`src/rtl/id_stage_p_pkg.sv`:
```
// Opcode, function, ALU-op and result-select constants for the decode stage,
// plus the combinational instruction decoder shared by the ID stage.
package id_stage_p_pkg;

   localparam logic [5:0] EXE_SPECIAL_INST = 6'b000000;
   localparam logic [5:0] EXE_ANDI         = 6'b001100;
   localparam logic [5:0] EXE_ORI          = 6'b001101;
   localparam logic [5:0] EXE_XORI         = 6'b001110;
   localparam logic [5:0] EXE_LUI          = 6'b001111;
   localparam logic [5:0] EXE_PREF         = 6'b110011;

   localparam logic [5:0] EXE_SLL  = 6'b000000;
   localparam logic [5:0] EXE_SRL  = 6'b000010;
   localparam logic [5:0] EXE_SRA  = 6'b000011;
   localparam logic [5:0] EXE_SLLV = 6'b000100;
   localparam logic [5:0] EXE_SRLV = 6'b000110;
   localparam logic [5:0] EXE_SRAV = 6'b000111;
   localparam logic [5:0] EXE_MOVZ = 6'b001010;
   localparam logic [5:0] EXE_MOVN = 6'b001011;
   localparam logic [5:0] EXE_SYNC = 6'b001111;
   localparam logic [5:0] EXE_MFHI = 6'b010000;
   localparam logic [5:0] EXE_MTHI = 6'b010001;
   localparam logic [5:0] EXE_MFLO = 6'b010010;
   localparam logic [5:0] EXE_MTLO = 6'b010011;
   localparam logic [5:0] EXE_AND  = 6'b100100;
   localparam logic [5:0] EXE_OR   = 6'b100101;
   localparam logic [5:0] EXE_XOR  = 6'b100110;
   localparam logic [5:0] EXE_NOR  = 6'b100111;

   localparam logic [7:0] EXE_NOP_OP  = 8'b00000000;
   localparam logic [7:0] EXE_AND_OP  = 8'b00100100;
   localparam logic [7:0] EXE_OR_OP   = 8'b00100101;
   localparam logic [7:0] EXE_XOR_OP  = 8'b00100110;
   localparam logic [7:0] EXE_NOR_OP  = 8'b00100111;
   localparam logic [7:0] EXE_SLL_OP  = 8'b01111100;
   localparam logic [7:0] EXE_SRL_OP  = 8'b00000010;
   localparam logic [7:0] EXE_SRA_OP  = 8'b00000011;
   localparam logic [7:0] EXE_MOVZ_OP = 8'b00001010;
   localparam logic [7:0] EXE_MOVN_OP = 8'b00001011;
   localparam logic [7:0] EXE_MFHI_OP = 8'b00010000;
   localparam logic [7:0] EXE_MTHI_OP = 8'b00010001;
   localparam logic [7:0] EXE_MFLO_OP = 8'b00010010;
   localparam logic [7:0] EXE_MTLO_OP = 8'b00010011;

   localparam logic [2:0] EXE_RES_NOP   = 3'b000;
   localparam logic [2:0] EXE_RES_LOGIC = 3'b001;
   localparam logic [2:0] EXE_RES_SHIFT = 3'b010;
   localparam logic [2:0] EXE_RES_MOVE  = 3'b011;

   typedef struct packed {
      logic [7:0]  aluop;
      logic [2:0]  alusel;
      logic        re1;
      logic        re2;
      logic        wreg;
      logic        wd_rt;
      logic        movn;
      logic        movz;
      logic        invalid;
      logic [31:0] imm;
   } dec_t;

   function automatic dec_t mk(input logic [7:0] op, input logic [2:0] sel,
                               input logic r1, input logic r2, input logic we);
      dec_t d;
      d        = '0;
      d.aluop  = op;
      d.alusel = sel;
      d.re1    = r1;
      d.re2    = r2;
      d.wreg   = we;
      return d;
   endfunction

   function automatic dec_t decode(input logic [31:0] inst);
      dec_t d;
      d         = '0;
      d.invalid = 1'b1;
      case (inst[31:26])
         EXE_SPECIAL_INST: begin
            if (inst[10:6] == 5'd0) begin
               case (inst[5:0])
                  EXE_OR:   d = mk(EXE_OR_OP,  EXE_RES_LOGIC, 1'b1, 1'b1, 1'b1);
                  EXE_AND:  d = mk(EXE_AND_OP, EXE_RES_LOGIC, 1'b1, 1'b1, 1'b1);
                  EXE_XOR:  d = mk(EXE_XOR_OP, EXE_RES_LOGIC, 1'b1, 1'b1, 1'b1);
                  EXE_NOR:  d = mk(EXE_NOR_OP, EXE_RES_LOGIC, 1'b1, 1'b1, 1'b1);
                  EXE_SLLV: d = mk(EXE_SLL_OP, EXE_RES_SHIFT, 1'b1, 1'b1, 1'b1);
                  EXE_SRLV: d = mk(EXE_SRL_OP, EXE_RES_SHIFT, 1'b1, 1'b1, 1'b1);
                  EXE_SRAV: d = mk(EXE_SRA_OP, EXE_RES_SHIFT, 1'b1, 1'b1, 1'b1);
                  EXE_MOVN: begin
                     d      = mk(EXE_MOVN_OP, EXE_RES_MOVE, 1'b1, 1'b1, 1'b0);
                     d.movn = 1'b1;
                  end
                  EXE_MOVZ: begin
                     d      = mk(EXE_MOVZ_OP, EXE_RES_MOVE, 1'b1, 1'b1, 1'b0);
                     d.movz = 1'b1;
                  end
                  EXE_SYNC: d = mk(EXE_NOP_OP,  EXE_RES_NOP,  1'b0, 1'b1, 1'b0);
                  EXE_MFHI: d = mk(EXE_MFHI_OP, EXE_RES_MOVE, 1'b0, 1'b0, 1'b1);
                  EXE_MFLO: d = mk(EXE_MFLO_OP, EXE_RES_MOVE, 1'b0, 1'b0, 1'b1);
                  EXE_MTHI: d = mk(EXE_MTHI_OP, EXE_RES_NOP,  1'b1, 1'b0, 1'b0);
                  EXE_MTLO: d = mk(EXE_MTLO_OP, EXE_RES_NOP,  1'b1, 1'b0, 1'b0);
                  default: ;
               endcase
            end
            // Constant shifts carry shamt into operand 1 in place of a register read.
            if (inst[25:21] == 5'd0) begin
               case (inst[5:0])
                  EXE_SLL: d = mk(EXE_SLL_OP, EXE_RES_SHIFT, 1'b0, 1'b1, 1'b1);
                  EXE_SRL: d = mk(EXE_SRL_OP, EXE_RES_SHIFT, 1'b0, 1'b1, 1'b1);
                  EXE_SRA: d = mk(EXE_SRA_OP, EXE_RES_SHIFT, 1'b0, 1'b1, 1'b1);
                  default: ;
               endcase
               if (inst[5:0] == EXE_SLL || inst[5:0] == EXE_SRL || inst[5:0] == EXE_SRA)
                  d.imm = {27'h0, inst[10:6]};
            end
         end
         EXE_ORI, EXE_ANDI, EXE_XORI: begin
            d = mk((inst[31:26] == EXE_ORI)  ? EXE_OR_OP :
                   (inst[31:26] == EXE_ANDI) ? EXE_AND_OP : EXE_XOR_OP,
                   EXE_RES_LOGIC, 1'b1, 1'b0, 1'b1);
            d.wd_rt = 1'b1;
            d.imm   = {16'h0, inst[15:0]};
         end
         EXE_LUI: begin
            d       = mk(EXE_OR_OP, EXE_RES_LOGIC, 1'b1, 1'b0, 1'b1);
            d.wd_rt = 1'b1;
            d.imm   = {inst[15:0], 16'h0};
         end
         EXE_PREF: d = mk(EXE_NOP_OP, EXE_RES_NOP, 1'b0, 1'b0, 1'b0);
         default: ;
      endcase
      return d;
   endfunction

endpackage

```
`src/rtl/id_stage_p_operand_fwd.sv`:
```
// One read port: zero register, priority forwarding (index 0 youngest), register file,
// or immediate when the port is not read; flags a hazard on a pending highest-priority match.
module id_operand_fwd #(
   parameter int DATA_W  = 32,
   parameter int REG_AW  = 5,
   parameter int NUM_FWD = 2
) (
   input  logic                      re,
   input  logic [REG_AW-1:0]         raddr,
   input  logic [DATA_W-1:0]         rf_rdata,
   input  logic [DATA_W-1:0]         imm,
   input  logic [NUM_FWD-1:0]        fwd_we,
   input  logic [NUM_FWD*REG_AW-1:0] fwd_waddr,
   input  logic [NUM_FWD*DATA_W-1:0] fwd_wdata,
   input  logic [NUM_FWD-1:0]        fwd_pending,
   output logic [DATA_W-1:0]         data,
   output logic                      hazard
);

   always_comb begin
      data   = rf_rdata;
      hazard = 1'b0;
      if (!re) begin
         data = imm;
      end else if (raddr == '0) begin
         data = '0;
      end else begin
         // Walk oldest to youngest so the lowest-index match is the one that sticks.
         for (int i = NUM_FWD - 1; i >= 0; i--) begin
            if (fwd_we[i] && fwd_waddr[i*REG_AW +: REG_AW] == raddr) begin
               data   = fwd_wdata[i*DATA_W +: DATA_W];
               hazard = fwd_pending[i];
            end
         end
      end
   end

endmodule

```
`src/rtl/id_stage_p.sv`:
```
// Registered ID stage: decodes, resolves operands through forwarding, stalls on load-use.
// One cycle accept-to-out_valid; output holds while !out_ready, flush kills it.
module id_stage_p #(
   parameter int DATA_W  = 32,
   parameter int REG_AW  = 5,
   parameter int NUM_FWD = 2
) (
   input  logic                      clk,
   input  logic                      rst,
   input  logic                      in_valid,
   output logic                      in_ready,
   input  logic [31:0]               pc_i,
   input  logic [31:0]               inst_i,
   output logic                      rf_re1,
   output logic                      rf_re2,
   output logic [REG_AW-1:0]         rf_raddr1,
   output logic [REG_AW-1:0]         rf_raddr2,
   input  logic [DATA_W-1:0]         rf_rdata1,
   input  logic [DATA_W-1:0]         rf_rdata2,
   input  logic [NUM_FWD-1:0]        fwd_we,
   input  logic [NUM_FWD*REG_AW-1:0] fwd_waddr,
   input  logic [NUM_FWD*DATA_W-1:0] fwd_wdata,
   input  logic [NUM_FWD-1:0]        fwd_pending,
   input  logic                      flush,
   output logic                      out_valid,
   input  logic                      out_ready,
   output logic [31:0]               out_pc,
   output logic [7:0]                aluop_o,
   output logic [2:0]                alusel_o,
   output logic [DATA_W-1:0]         reg1_o,
   output logic [DATA_W-1:0]         reg2_o,
   output logic [REG_AW-1:0]         wd_o,
   output logic                      wreg_o,
   output logic                      inst_invalid_o,
   output logic [31:0]               stall_cnt_o
);

   import id_stage_p_pkg::*;

   dec_t              dec;
   logic [DATA_W-1:0] imm;
   logic [DATA_W-1:0] reg1_d;
   logic [DATA_W-1:0] reg2_d;
   logic              haz1;
   logic              haz2;
   logic              hazard;
   logic              wreg_d;
   logic              accept;

   assign dec       = decode(inst_i);
   assign imm       = DATA_W'(dec.imm);
   assign rf_re1    = dec.re1;
   assign rf_re2    = dec.re2;
   assign rf_raddr1 = REG_AW'(inst_i[25:21]);
   assign rf_raddr2 = REG_AW'(inst_i[20:16]);

   id_operand_fwd #(.DATA_W(DATA_W), .REG_AW(REG_AW), .NUM_FWD(NUM_FWD)) u_fwd1 (
      .re(dec.re1), .raddr(rf_raddr1), .rf_rdata(rf_rdata1), .imm(imm),
      .fwd_we(fwd_we), .fwd_waddr(fwd_waddr), .fwd_wdata(fwd_wdata),
      .fwd_pending(fwd_pending), .data(reg1_d), .hazard(haz1)
   );

   id_operand_fwd #(.DATA_W(DATA_W), .REG_AW(REG_AW), .NUM_FWD(NUM_FWD)) u_fwd2 (
      .re(dec.re2), .raddr(rf_raddr2), .rf_rdata(rf_rdata2), .imm(imm),
      .fwd_we(fwd_we), .fwd_waddr(fwd_waddr), .fwd_wdata(fwd_wdata),
      .fwd_pending(fwd_pending), .data(reg2_d), .hazard(haz2)
   );

   // Conditional moves decide write-back on the fully forwarded rt value.
   always_comb begin
      wreg_d = dec.wreg;
      if (dec.movn)
         wreg_d = (reg2_d != '0);
      else if (dec.movz)
         wreg_d = (reg2_d == '0);
   end

   assign hazard   = in_valid && (haz1 || haz2);
   assign in_ready = flush || (!hazard && (!out_valid || out_ready));
   assign accept   = in_valid && in_ready && !flush;

   always_ff @(posedge clk or negedge rst) begin
      if (!rst) begin
         out_valid      <= 1'b0;
         out_pc         <= '0;
         aluop_o        <= '0;
         alusel_o       <= '0;
         reg1_o         <= '0;
         reg2_o         <= '0;
         wd_o           <= '0;
         wreg_o         <= 1'b0;
         inst_invalid_o <= 1'b0;
         stall_cnt_o    <= '0;
      end else begin
         if (flush) begin
            out_valid <= 1'b0;
         end else if (accept) begin
            out_valid      <= 1'b1;
            out_pc         <= pc_i;
            aluop_o        <= dec.aluop;
            alusel_o       <= dec.alusel;
            reg1_o         <= reg1_d;
            reg2_o         <= reg2_d;
            wd_o           <= dec.wd_rt ? REG_AW'(inst_i[20:16]) : REG_AW'(inst_i[15:11]);
            wreg_o         <= wreg_d;
            inst_invalid_o <= dec.invalid;
         end else if (out_ready) begin
            out_valid <= 1'b0;
         end
         if (hazard && !flush && stall_cnt_o != 32'hFFFF_FFFF)
            stall_cnt_o <= stall_cnt_o + 32'd1;
      end
   end

endmodule

```
`config.mk`:
```
export PLATFORM = sky130hd
export DESIGN_NAME = id_stage_p
export DESIGN_NICKNAME = d
export VERILOG_FILES = /design/src/rtl/id_stage_p_pkg.sv /design/src/rtl/id_stage_p_operand_fwd.sv /design/src/rtl/id_stage_p.sv
export SDC_FILE = /design/constraint.sdc
export NUM_CORES = 1
export LEC_CHECK = 0
export BUFFER_PORTS_ARGS = -buffer_cell sky130_fd_sc_hd__clkbuf_2
export CAP_MARGIN = 20
export CELL_PAD_IN_SITES_DETAIL_PLACEMENT = 1
export CELL_PAD_IN_SITES_GLOBAL_PLACEMENT = 2
export CORE_MARGIN = 8
export CORE_UTILIZATION = 28
export DETAILED_ROUTE_END_ITERATION = 10
export GPL_TIMING_DRIVEN = 0
export PLACE_DENSITY_LB_ADDON = 0.1
export SYNTH_ARGS = -nofsm -noshare
export SYNTH_HDL_FRONTEND = slang
export SYNTH_SLANG_ARGS = --single-unit
export TNS_END_PERCENT = 10
```
`constraint.sdc`:
```
create_clock -name clk -period 8.23 [get_ports clk]
set_input_delay 0.823 -clock clk [delete_from_list [all_inputs] [get_ports clk]]
set_output_delay 0.823 -clock clk [all_outputs]
set_load 0.02 [all_outputs]
```
==> impl_metrics.py, run 1 <==
metrics = {
    "yosys": {
        "synth_top_area_frac": 0.419,
        "synth-xor-area-share": 0.0509,
        "synth-simple-area-share": 0.273,
        "synthMuxAreaShare": 0.0517,
        "synth_top_family_by_area": "simple AND/OR/NAND/NOR gates",
        "synth_cell_types": 63,
        "synth-seq-cells": 144,
        "synth_flop_cell": "dfrtp_1",
        "ys_seq_area_frac": 0.419,
        "avgSynthCellArea_sq_um": 8.12,
        "async_flop_share": 1.00,
        "yosys_warnings": 0,
        "synth-edff-count": 0,
        "synth_area_leaders": "dfrtp_1 42%, nand2_1 12%, nor2_1 6.6%, mux2i_1 4.8%, a221oi_1 3.7%",
        "yosys.area_share.adder": 0.00146,
        "synth_compound_area_frac": 0.153,
        "synth_area_sq_mm": 0.00860,
        "syn_inst": 1059,
        "yosysTopAreaCell": "dfrtp_1",
    },
    "layout": {
        "nNetsFinal": 1659,
        "drive_gt1_frac": 0.299,
        "finish.utilization": 0.381,
        "fill_cells": 3816,
        "areaGrowthSynthToFinish_pct": 34.7,
    },
    "clock_tree": {
        "clock-sinks": 144,
        "clockRootBuffer": "clkbuf_16",
        "hold_buffers": 0,
        "clk_pin_slew_worst_paths_ns": 0.07,
        "htree_levels": 4,
        "postCtsSetupRepairBufs": 0,
        "cts_resized": 0,
        "cts_made_buffers": 17,
        "ctsLongestPathBuffers": 2,
        "clock_latency_ns": 0.44,
        "cts_tree": "done",
    },
    "timing": {
        "slew_headroom": 0.331,
        "hold_viol": 0,
        "fmax_mhz": 228,
        "drv_slew": 0,
        "setup_viol": 0,
        "worst_pin_slew_ns": 1.00,
        "fin_crit_ns": 4.39,
        "rsz0062_at_grt": "false",
        "fin_skew_ns": 0.0104,
        "setup_slack_ns": 3.84,
        "finalCritPeriodShare": 0.533,
        "finalSetupTns_ns": 0,
    },
    "power": {
        "power_frac_comb": 0.219,
        "irDropWorstVdd_mv": 0.132,
        "p_total_uw": 2100,
        "power_density_mw_per_mm2": 181,
        "power.share.sequential": 0.383,
        "p_leak_uw": 0.00590,
        "switchingPower_uw": 711,
        "intPower_uw": 1390,
        "power_frac_clock": 0.399,
        "switching_share": 0.339,
    },
    "worst_setup_path": {
        "endpoint_kind": "flop",
        "critPathArrivalTime_ns": 4.71,
        "path_max_fanout": 10,
        "reg2reg_depth": 11,
        "critPathRequiredTime_ns": 8.56,
        "worst-setup-path-type": "in -> reg",
        "worst_setup_path_start_kind": "primary input",
    },
    "routing": {
        "drc": 0,
        "avgRoutedWirePerCell_microns": 23.5,
        "vias_per_cell": 5.20,
        "vias": 9658,
        "firstDrtPassIters": 7,
        "ant_nets": 0,
        "first_iter_violations": 629,
        "wirelength_microns": 43700,
    },
    "placed_design": {
        "dp_hpwl_microns": 35200,
        "port_buffers": 367,
        "pre_cts_ws_ns": 3.41,
        "globalplace.congestion": 0.900,
    },
    "global_routing": {
        "grt_pass1_wl_microns": 64300,
        "first_global_vias": 10300,
        "overflow": 0,
        "grt_usage": 0.234,
        "grt_max_degree": 101,
        "antenna_found_initial": 3,
    },
    "floorplan": {
        "rows": 64,
        "start_util": 0.283,
        "die_y_microns": 191,
        "num_io_pins": 371,
        "die_w_microns": 191,
        "coreArea_sq_mm": 0.0304,
        "dieArea_sq_mm": 0.0366,
    },
    "flow_run": {
        "max_cap_violations": 0,
    },
    "status": {
        "status": "finished clean",
    },
    "min_path": {
        "hold_path_class": "in -> async",
    },
}
[cells in the mapped netlist (2+ instances only)]
cell type	count
nor4_1	13
mux2_2	3
nand4_1	11
a221oi_1	36
clkbuf_1	61
buf_1	6
a31oi_1	31
or4_1	5
nor2_1	152
xnor2_1	28
mux2i_1	41
buf_4	13
a32oi_1	2
nor3_1	21
o22ai_1	5
nor2b_1	2
and2_1	4
o32a_1	2
nand3_1	17
or4b_2	2
a21oi_1	32
a22oi_1	3
and4_1	2
xor2_1	22
o21a_1	3
dfrtp_1	144
o31ai_1	5
nand3b_1	2
or3_1	2
o2111ai_1	27
or2_2	2
and3_1	14
nor3b_1	2
nor3_2	6
nand2_1	267
a21o_1	3
nand2b_1	6
o21ai_0	19
buf_2	2
o211ai_1	3
inv_1	16
[per-stage QoR]
step | cell area [sq um] | std cells | hold slack, ns
final | 11600 | 1858 | 0.319
after global routing | 11600 | 1858 | 0.340
after CTS | 11600 | 1856 | 0.324
after detailed placement | 11000 | 1824 | 0.463
after global placement | 10900 | 1823 | 0.458
after floorplan | 8600 | 1060 | 0.527
[area by class of cell]
class | count | area (sq um) | area share
multi-input cells | 817 | 4570 | 0.394
flip-flops and latches | 144 | 3600 | 0.311
repair buffers | 368 | 1870 | 0.162
well taps | 396 | 495 | 0.0428
clock buffers | 18 | 439 | 0.0379
plain buffers | 83 | 370 | 0.0320
clock inverters | 14 | 171 | 0.0148
inverters | 16 | 60.1 | 0.00518
diodes | 2 | 5.00 | 0.000432
[final timing paths]
path / from / to / slack [ns]
setup reg to reg: stall_cnt_o[15] / stall_cnt_o[27] / 5.02
min in group clk: out_pc[29] / out_pc[29] / 0.47
hold reg to reg: out_pc[29] / out_pc[29] / 0.47
setup / recovery: inst_i[16] / wreg_o / 3.84
hold / removal: rst / reg1_o[7] / 0.32
max in group asynchronous: rst / reg2_o[8] / 6.98
[power groups by stage]
stage	Clock, uW	Combinational, uW	Sequential [uW]
3_3_place_gp	0	455	813
4_1_cts	854	463	803
6_report	836	458	803
2_1_floorplan	0	148	887
5_1_grt	883	497	811
3_5_place_dp	0	461	817
[sequential cells by signal (all words and copies together), names as in the netlist]
signal and cells:
aluop_o 6, alusel_o 2, inst_invalid_o 1, out_pc 32, out_valid 1, reg1_o 32
reg2_o 32, stall_cnt_o 32, wd_o 5, wreg_o 1
[layer usage]
metal	GRT usage	routed length (microns)
met1	0.296	18800
met2	0.381	20200
met3	0.0664	3450
met4	0.0755	1180
met5	0	11
[critical path, stage by stage]
cell	delay, ns
clkbuf_2	0.18
xnor2_1	0.21
and4_1	0.23
clkbuf_1	0.26
nand3_1	0.50
clkbuf_1	0.49
mux2i_1	0.44
a31oi_1	0.13
or4b_2	0.63
o31ai_1	0.51
a21oi_1	0.13
nand3b_1	0.17
[cell families (layout without fill, tap and decap cells)]
group | count (synthesis) | after routing
xor+xnor | 50 | 50
fa+ha+maj | 1 | 1
buf+inv | 99 | 499
simple gates | 537 | 537
compound gates | 183 | 183
flops | 144 | 144
other cells | 1 | 4
mux | 44 | 44
[cells in the final DEF (no fill, tap or decap), drive strengths merged, types with 4 or more instances in the layout]
cell / count
dfrtp: 144
o22ai: 5
a21oi: 33
and3: 14
nor2: 152
a221oi: 36
mux2i: 41
a31oi: 31
xnor2: 28
clkbuf: 446
nand2: 267
nand2b: 7
o31ai: 5
buf: 23
o2111ai: 27
xor2: 22
nor3: 27
nand4: 11
inv: 23
nand3: 17
nor4: 14
o21ai: 19
and2: 4
or4: 6
Note: power is estimated with default switching activity, not from simulation.
==> run 2, diff against run 1 <==
CORE_UTILIZATION = 26   (was 28)
clock period = 4.4 ns   (was 8.23 ns; I/O delays follow)
==> run 2 against run 1 <==
  * Global-route usage shrank 1.1 points
  * Final cell count grew 2.5%
  * Die area grew 7.0%
  * Clock power grew 91%
  * Sequential cell count is the same
  * Setup slack lost 3.5 ns
  * Highest routed layer is now met4
==> impl_metrics.py, run 2 (same netlist as run 1, synthesis figures left out) <==
metrics = {
    "floorplan": {
        "coreArea_sq_mm": 0.0325,
        "die_y_microns": 198,
        "dieArea_sq_mm": 0.0391,
        "rows": 66,
        "num_io_pins": 371,
        "die_w_microns": 198,
        "start_util": 0.264,
    },
    "placed_design": {
        "globalplace.congestion": 0.884,
        "port_buffers": 367,
        "dp_hpwl_microns": 36200,
        "pre_cts_ws_ns": 0.000292,
        "placed_area_sq_mm": 0.0110,
    },
    "routing": {
        "avgRoutedWirePerCell_microns": 23.3,
        "ant_nets": 0,
        "vias": 9451,
        "firstDrtPassIters": 5,
        "vias_per_cell": 4.96,
        "drc": 0,
        "first_iter_violations": 484,
        "wirelength_microns": 44400,
    },
    "timing": {
        "fin_crit_ns": 4.02,
        "rsz0062_at_grt": "false",
        "finalCritPeriodShare": 0.913,
        "fmax_mhz": 249,
        "setup_viol": 0,
        "slew_headroom": 0.271,
        "setup_slack_ns": 0.384,
        "fin_skew_ns": 0.00909,
        "drv_slew": 0,
        "worst_pin_slew_ns": 1.09,
        "hold_viol": 0,
        "whs_ns": 0.00107,
    },
    "power": {
        "power_density_mw_per_mm2": 340,
        "irDropWorstVdd_mv": 0.281,
        "p_leak_uw": 0.00591,
    },
    "worst_setup_path": {
        "endpoint_kind": "flop",
        "worst_setup_path_start_kind": "primary input",
        "worst-setup-path-type": "in -> reg",
        "path_max_fanout": 10,
        "critPathRequiredTime_ns": 4.71,
        "critPathArrivalTime_ns": 4.33,
    },
    "flow_run": {
        "max_cap_violations": 0,
    },
    "layout": {
        "drive_gt1_frac": 0.298,
        "final_common_cell": "clkbuf_2",
        "final_cell_area_sq_mm": 0.0117,
        "nNetsFinal": 1659,
        "layout_common_cells": "366 x clkbuf_2, 267 x nand2_1, 152 x nor2_1",
        "areaGrowthSynthToFinish_pct": 35.7,
        "fill_cells": 4159,
    },
    "clock_tree": {
        "hold_buffers": 0,
        "clock-sinks": 144,
        "clk_pin_slew_worst_paths_ns": 0.06,
        "clock_latency_ns": 0.44,
        "cts_resized": 0,
        "cts_made_buffers": 17,
        "clockRootBuffer": "clkbuf_16",
        "cts_tree": "done",
        "postCtsSetupRepairBufs": 0,
        "htree_levels": 4,
        "ctsLongestPathBuffers": 2,
    },
    "global_routing": {
        "grt_pass1_wl_microns": 65400,
        "overflow": 0,
        "antenna_found_initial": 2,
        "first_global_vias": 10000,
        "grt_usage": 0.223,
        "grt_max_degree": 86,
    },
    "status": {
        "status": "finished clean",
    },
    "min_path": {
        "hold_path_class": "in -> async",
    },
}
==> run 2: stage by stage <==
stage                     TNS [ns]  cells   util  total power (uW)
after global routing             0   1904  0.358              4160
after floorplan                  0   1060      -              1940
after global placement      -12.39   1869  0.338              2380
after detailed placement         0   1870  0.339              2400
after CTS                        0   1902  0.358              4030
final                            0   1905  0.359              3960
==> run 2: final timing paths <==
| path | from | endpoint | slack (ns) | cells past startpoint |
|---|---|---|---|---|
| setup / recovery | inst_i[18] | wreg_o | 0.38 | 12 |
| setup reg to reg | stall_cnt_o[15] | stall_cnt_o[27] | 1.07 | 11 |
| hold reg to reg | out_pc[9] | out_pc[9] | 0.48 | 2 |
| hold / removal | rst | wd_o[3] | 0.001 | 1 |
| max in group asynchronous | rst | stall_cnt_o[4] | 3.54 | 2 |
| min in group clk | pc_i[26] | out_pc[26] | 0.19 | 3 |
==> run 2: metal layers <==
metal / vias up / routed length (microns) / share of wire / track usage
met5: - / 0 / 0 / 0
met4: 0 / 910 / 0.021 / 0.0636
met3: 45 / 3250 / 0.073 / 0.0635
met2: 298 / 21000 / 0.47 / 0.366
met1: 4644 / 19200 / 0.43 / 0.283
li1: 4464 / - / - / -
==> run 2: layout make-up <==
| type | instances | area (sq um) | share of cell area |
|---|---|---|---|
| multi-input combinational | 817 | 4570 | 0.392 |
| sequential | 144 | 3600 | 0.309 |
| timing repair buffer | 368 | 1870 | 0.161 |
| clock inverter | 14 | 201 | 0.0173 |
| tap | 442 | 553 | 0.0474 |
| clock buffer | 18 | 429 | 0.0368 |
| buffer | 83 | 370 | 0.0317 |
| inverter | 16 | 60.1 | 0.00515 |
| antenna | 3 | 7.51 | 0.000644 |
==> run 2: power breakdown <==
group	switching (uW)	internal (uW)
sequential	67.5	1440
clock	643	960
combinational	574	281
==> run 2: worst max-delay path: stages <==
cell,delay [ns]
clkbuf_2,0.14
xnor2_1,0.22
and4_1,0.23
clkbuf_1,0.26
nand3_1,0.51
clkbuf_1,0.48
mux2i_1,0.44
a31oi_1,0.14
or4b_2,0.64
o31ai_1,0.51
a21oi_1,0.14
nand3b_1,0.17
==> run 3, diff against run 2 <==
CORE_ASPECT_RATIO = 1.4   (was default)
==> run 3 against run 2 <==
  * Core utilization down 0.61 points
  * Sequential share of layout area up 0.17 points
  * Combinational power increased by 1%
  * Final cell count rose by 0.26%
  * Clock skew increased by 0.0022 ns
  * First-iteration DRC count is 45% higher
  * Register-to-register slack gained 0.07 ns
  * Via count is 0.47% higher
  * Die area rose by 0.21%
  * Worst hold slack improved by 0.18 ns
  * Non-clock buffer count grew 1
  * Design area shrank 0.55%
  * Critical endpoint unchanged
==> impl_metrics.py, run 3 (same netlist as run 1, synthesis figures left out) <==
metrics = {
    "clock_tree": {
        "cts_resized": 0,
        "clockRootBuffer": "clkbuf_16",
        "hold_buffers": 1,
        "clock-sinks": 144,
        "cts_made_buffers": 17,
        "postCtsSetupRepairBufs": 0,
        "clk_pin_slew_worst_paths_ns": 0.07,
        "clock_latency_ns": 0.44,
        "htree_levels": 4,
        "cts_tree": "done",
        "ctsLongestPathBuffers": 2,
    },
    "min_path": {
        "hold_path_class": "in -> reg",
        "holdPathStages": 3,
        "min_from": "pc_i[25]",
    },
    "routing": {
        "vias": 9495,
        "first_iter_violations": 703,
        "vias_per_cell": 4.97,
        "firstDrtPassIters": 4,
        "drc": 0,
        "avgRoutedWirePerCell_microns": 23.7,
        "ant_nets": 0,
        "wirelength_microns": 45300,
    },
    "timing": {
        "hold_viol": 0,
        "setup_slack_ns": 0.354,
        "rsz0062_at_grt": "false",
        "drv_slew": 0,
        "fmax_mhz": 247,
        "finalSetupTns_ns": 0,
        "slew_headroom": 0.371,
        "fin_skew_ns": 0.0113,
        "worst_pin_slew_ns": 0.943,
        "setup_viol": 0,
        "fin_crit_ns": 4.05,
        "finalCritPeriodShare": 0.920,
    },
    "layout": {
        "nNetsFinal": 1660,
        "fill_cells": 4160,
        "final_common_cell": "clkbuf_2",
        "drive_gt1_frac": 0.297,
        "finalNonFillerCells": 1910,
        "layout_common_cells": "366 x clkbuf_2, 267 x nand2_1, 152 x nor2_1",
        "areaGrowthSynthToFinish_pct": 34.9,
    },
    "power": {
        "p_leak_uw": 0.00586,
        "irDropWorstVdd_mv": 0.228,
        "power_density_mw_per_mm2": 325,
        "p_total_uw": 3770,
    },
    "worst_setup_path": {
        "worst-setup-path-type": "in -> reg",
        "worst_setup_path_start_kind": "primary input",
        "r2r_setup_slack_ns": 1.14,
        "critPathRequiredTime_ns": 4.73,
        "cp_slowest_cell": "clkbuf_1",
        "crit_start": "inst_i[16]",
        "critPathArrivalTime_ns": 4.38,
        "path_max_fanout": 10,
        "r2r_start": "stall_cnt_o[15]",
        "reg2reg_depth": 11,
        "cp_slowest_stage_delay_ns": 0.63,
        "endpoint_kind": "flop",
        "crit_chain": "clkbuf_2, xnor2_1, and4_1, clkbuf_1, nand3_1, clkbuf_1, mux2i_1, a31oi_1, or4b_2, o31ai_1, a21oi_1, nand3b_1",
        "path_common_cell": "clkbuf_1",
    },
    "global_routing": {
        "grt_pass1_wl_microns": 66700,
        "grt_usage": 0.230,
        "first_global_vias": 10400,
        "overflow": 0,
        "antenna_found_initial": 7,
        "grt_max_degree": 86,
    },
    "placed_design": {
        "port_buffers": 367,
        "pre_cts_ws_ns": -0.160,
        "globalplace.congestion": 0.895,
        "dp_hpwl_microns": 37200,
        "dp_cells": 1873,
    },
    "floorplan": {
        "rows": 79,
        "dieArea_sq_mm": 0.0392,
        "die_w_microns": 170,
        "start_util": 0.261,
        "num_io_pins": 371,
        "die_y_microns": 231,
        "coreArea_sq_mm": 0.0329,
    },
    "status": {
        "status": "finished clean",
    },
    "flow_run": {
        "max_cap_violations": 0,
    },
}
[run 3: final timing paths]
kind,endpoint
max,wreg_o
min,out_pc[25]
max in group asynchronous,stall_cnt_o[2]
max reg2reg,stall_cnt_o[27]
min in group asynchronous,reg1_o[12]
min reg2reg,reg1_o[27]
[run 3: power breakdown]
| part | total [uW] | leakage, uW | switching (uW) | internal (uW) |
|---|---|---|---|---|
| registers | 1500 | 0.00184 | 59.9 | 1440 |
| clock network | 1410 | 0.000260 | 637 | 769 |
| logic | 864 | 0.00377 | 582 | 282 |
[run 3: per-stage QoR]
stage / instance area [sq um] / utilization / hold slack (ns)
6_report: 11600 / 0.352 / 0.180
3_3_place_gp: 11000 / 0.334 / 0.458
5_1_grt: 11600 / 0.352 / 0.175
4_1_cts: 11600 / 0.352 / 0.165
3_5_place_dp: 11000 / 0.335 / 0.457
2_1_floorplan: 8600 / - / 0.144
[run 3: metal layers]
metal	wire [microns]	global-route usage
met4	1810	0.105
met1	17400	0.256
met5	27	0
met3	2890	0.0584
met2	23100	0.404
[run 3: critical path, delay by kind of cell]
family | cells | cell delay [ns]
muxes | 1 | 0.46
buffers and inverters | 3 | 0.98
and+or+nand+nor | 4 | 1.51
AOI/OAI and AO/OA | 3 | 0.82
xor gates and xnor gates | 1 | 0.17
[run 3: cell type report]
type                            instances  area, sq um  share of cell area
Tap cell                              445          557              0.0480
Sequential cell                       144         3600               0.311
Timing Repair Buffer                  369         1880               0.162
Clock buffer                           21          470              0.0405
Buffer                                 83          370              0.0319
Inverter                               16         60.1             0.00518
Multi-Input combinational cell        817         4570               0.394
Clock inverter                         10         77.6             0.00669
Antenna cell                            5         12.5             0.00108
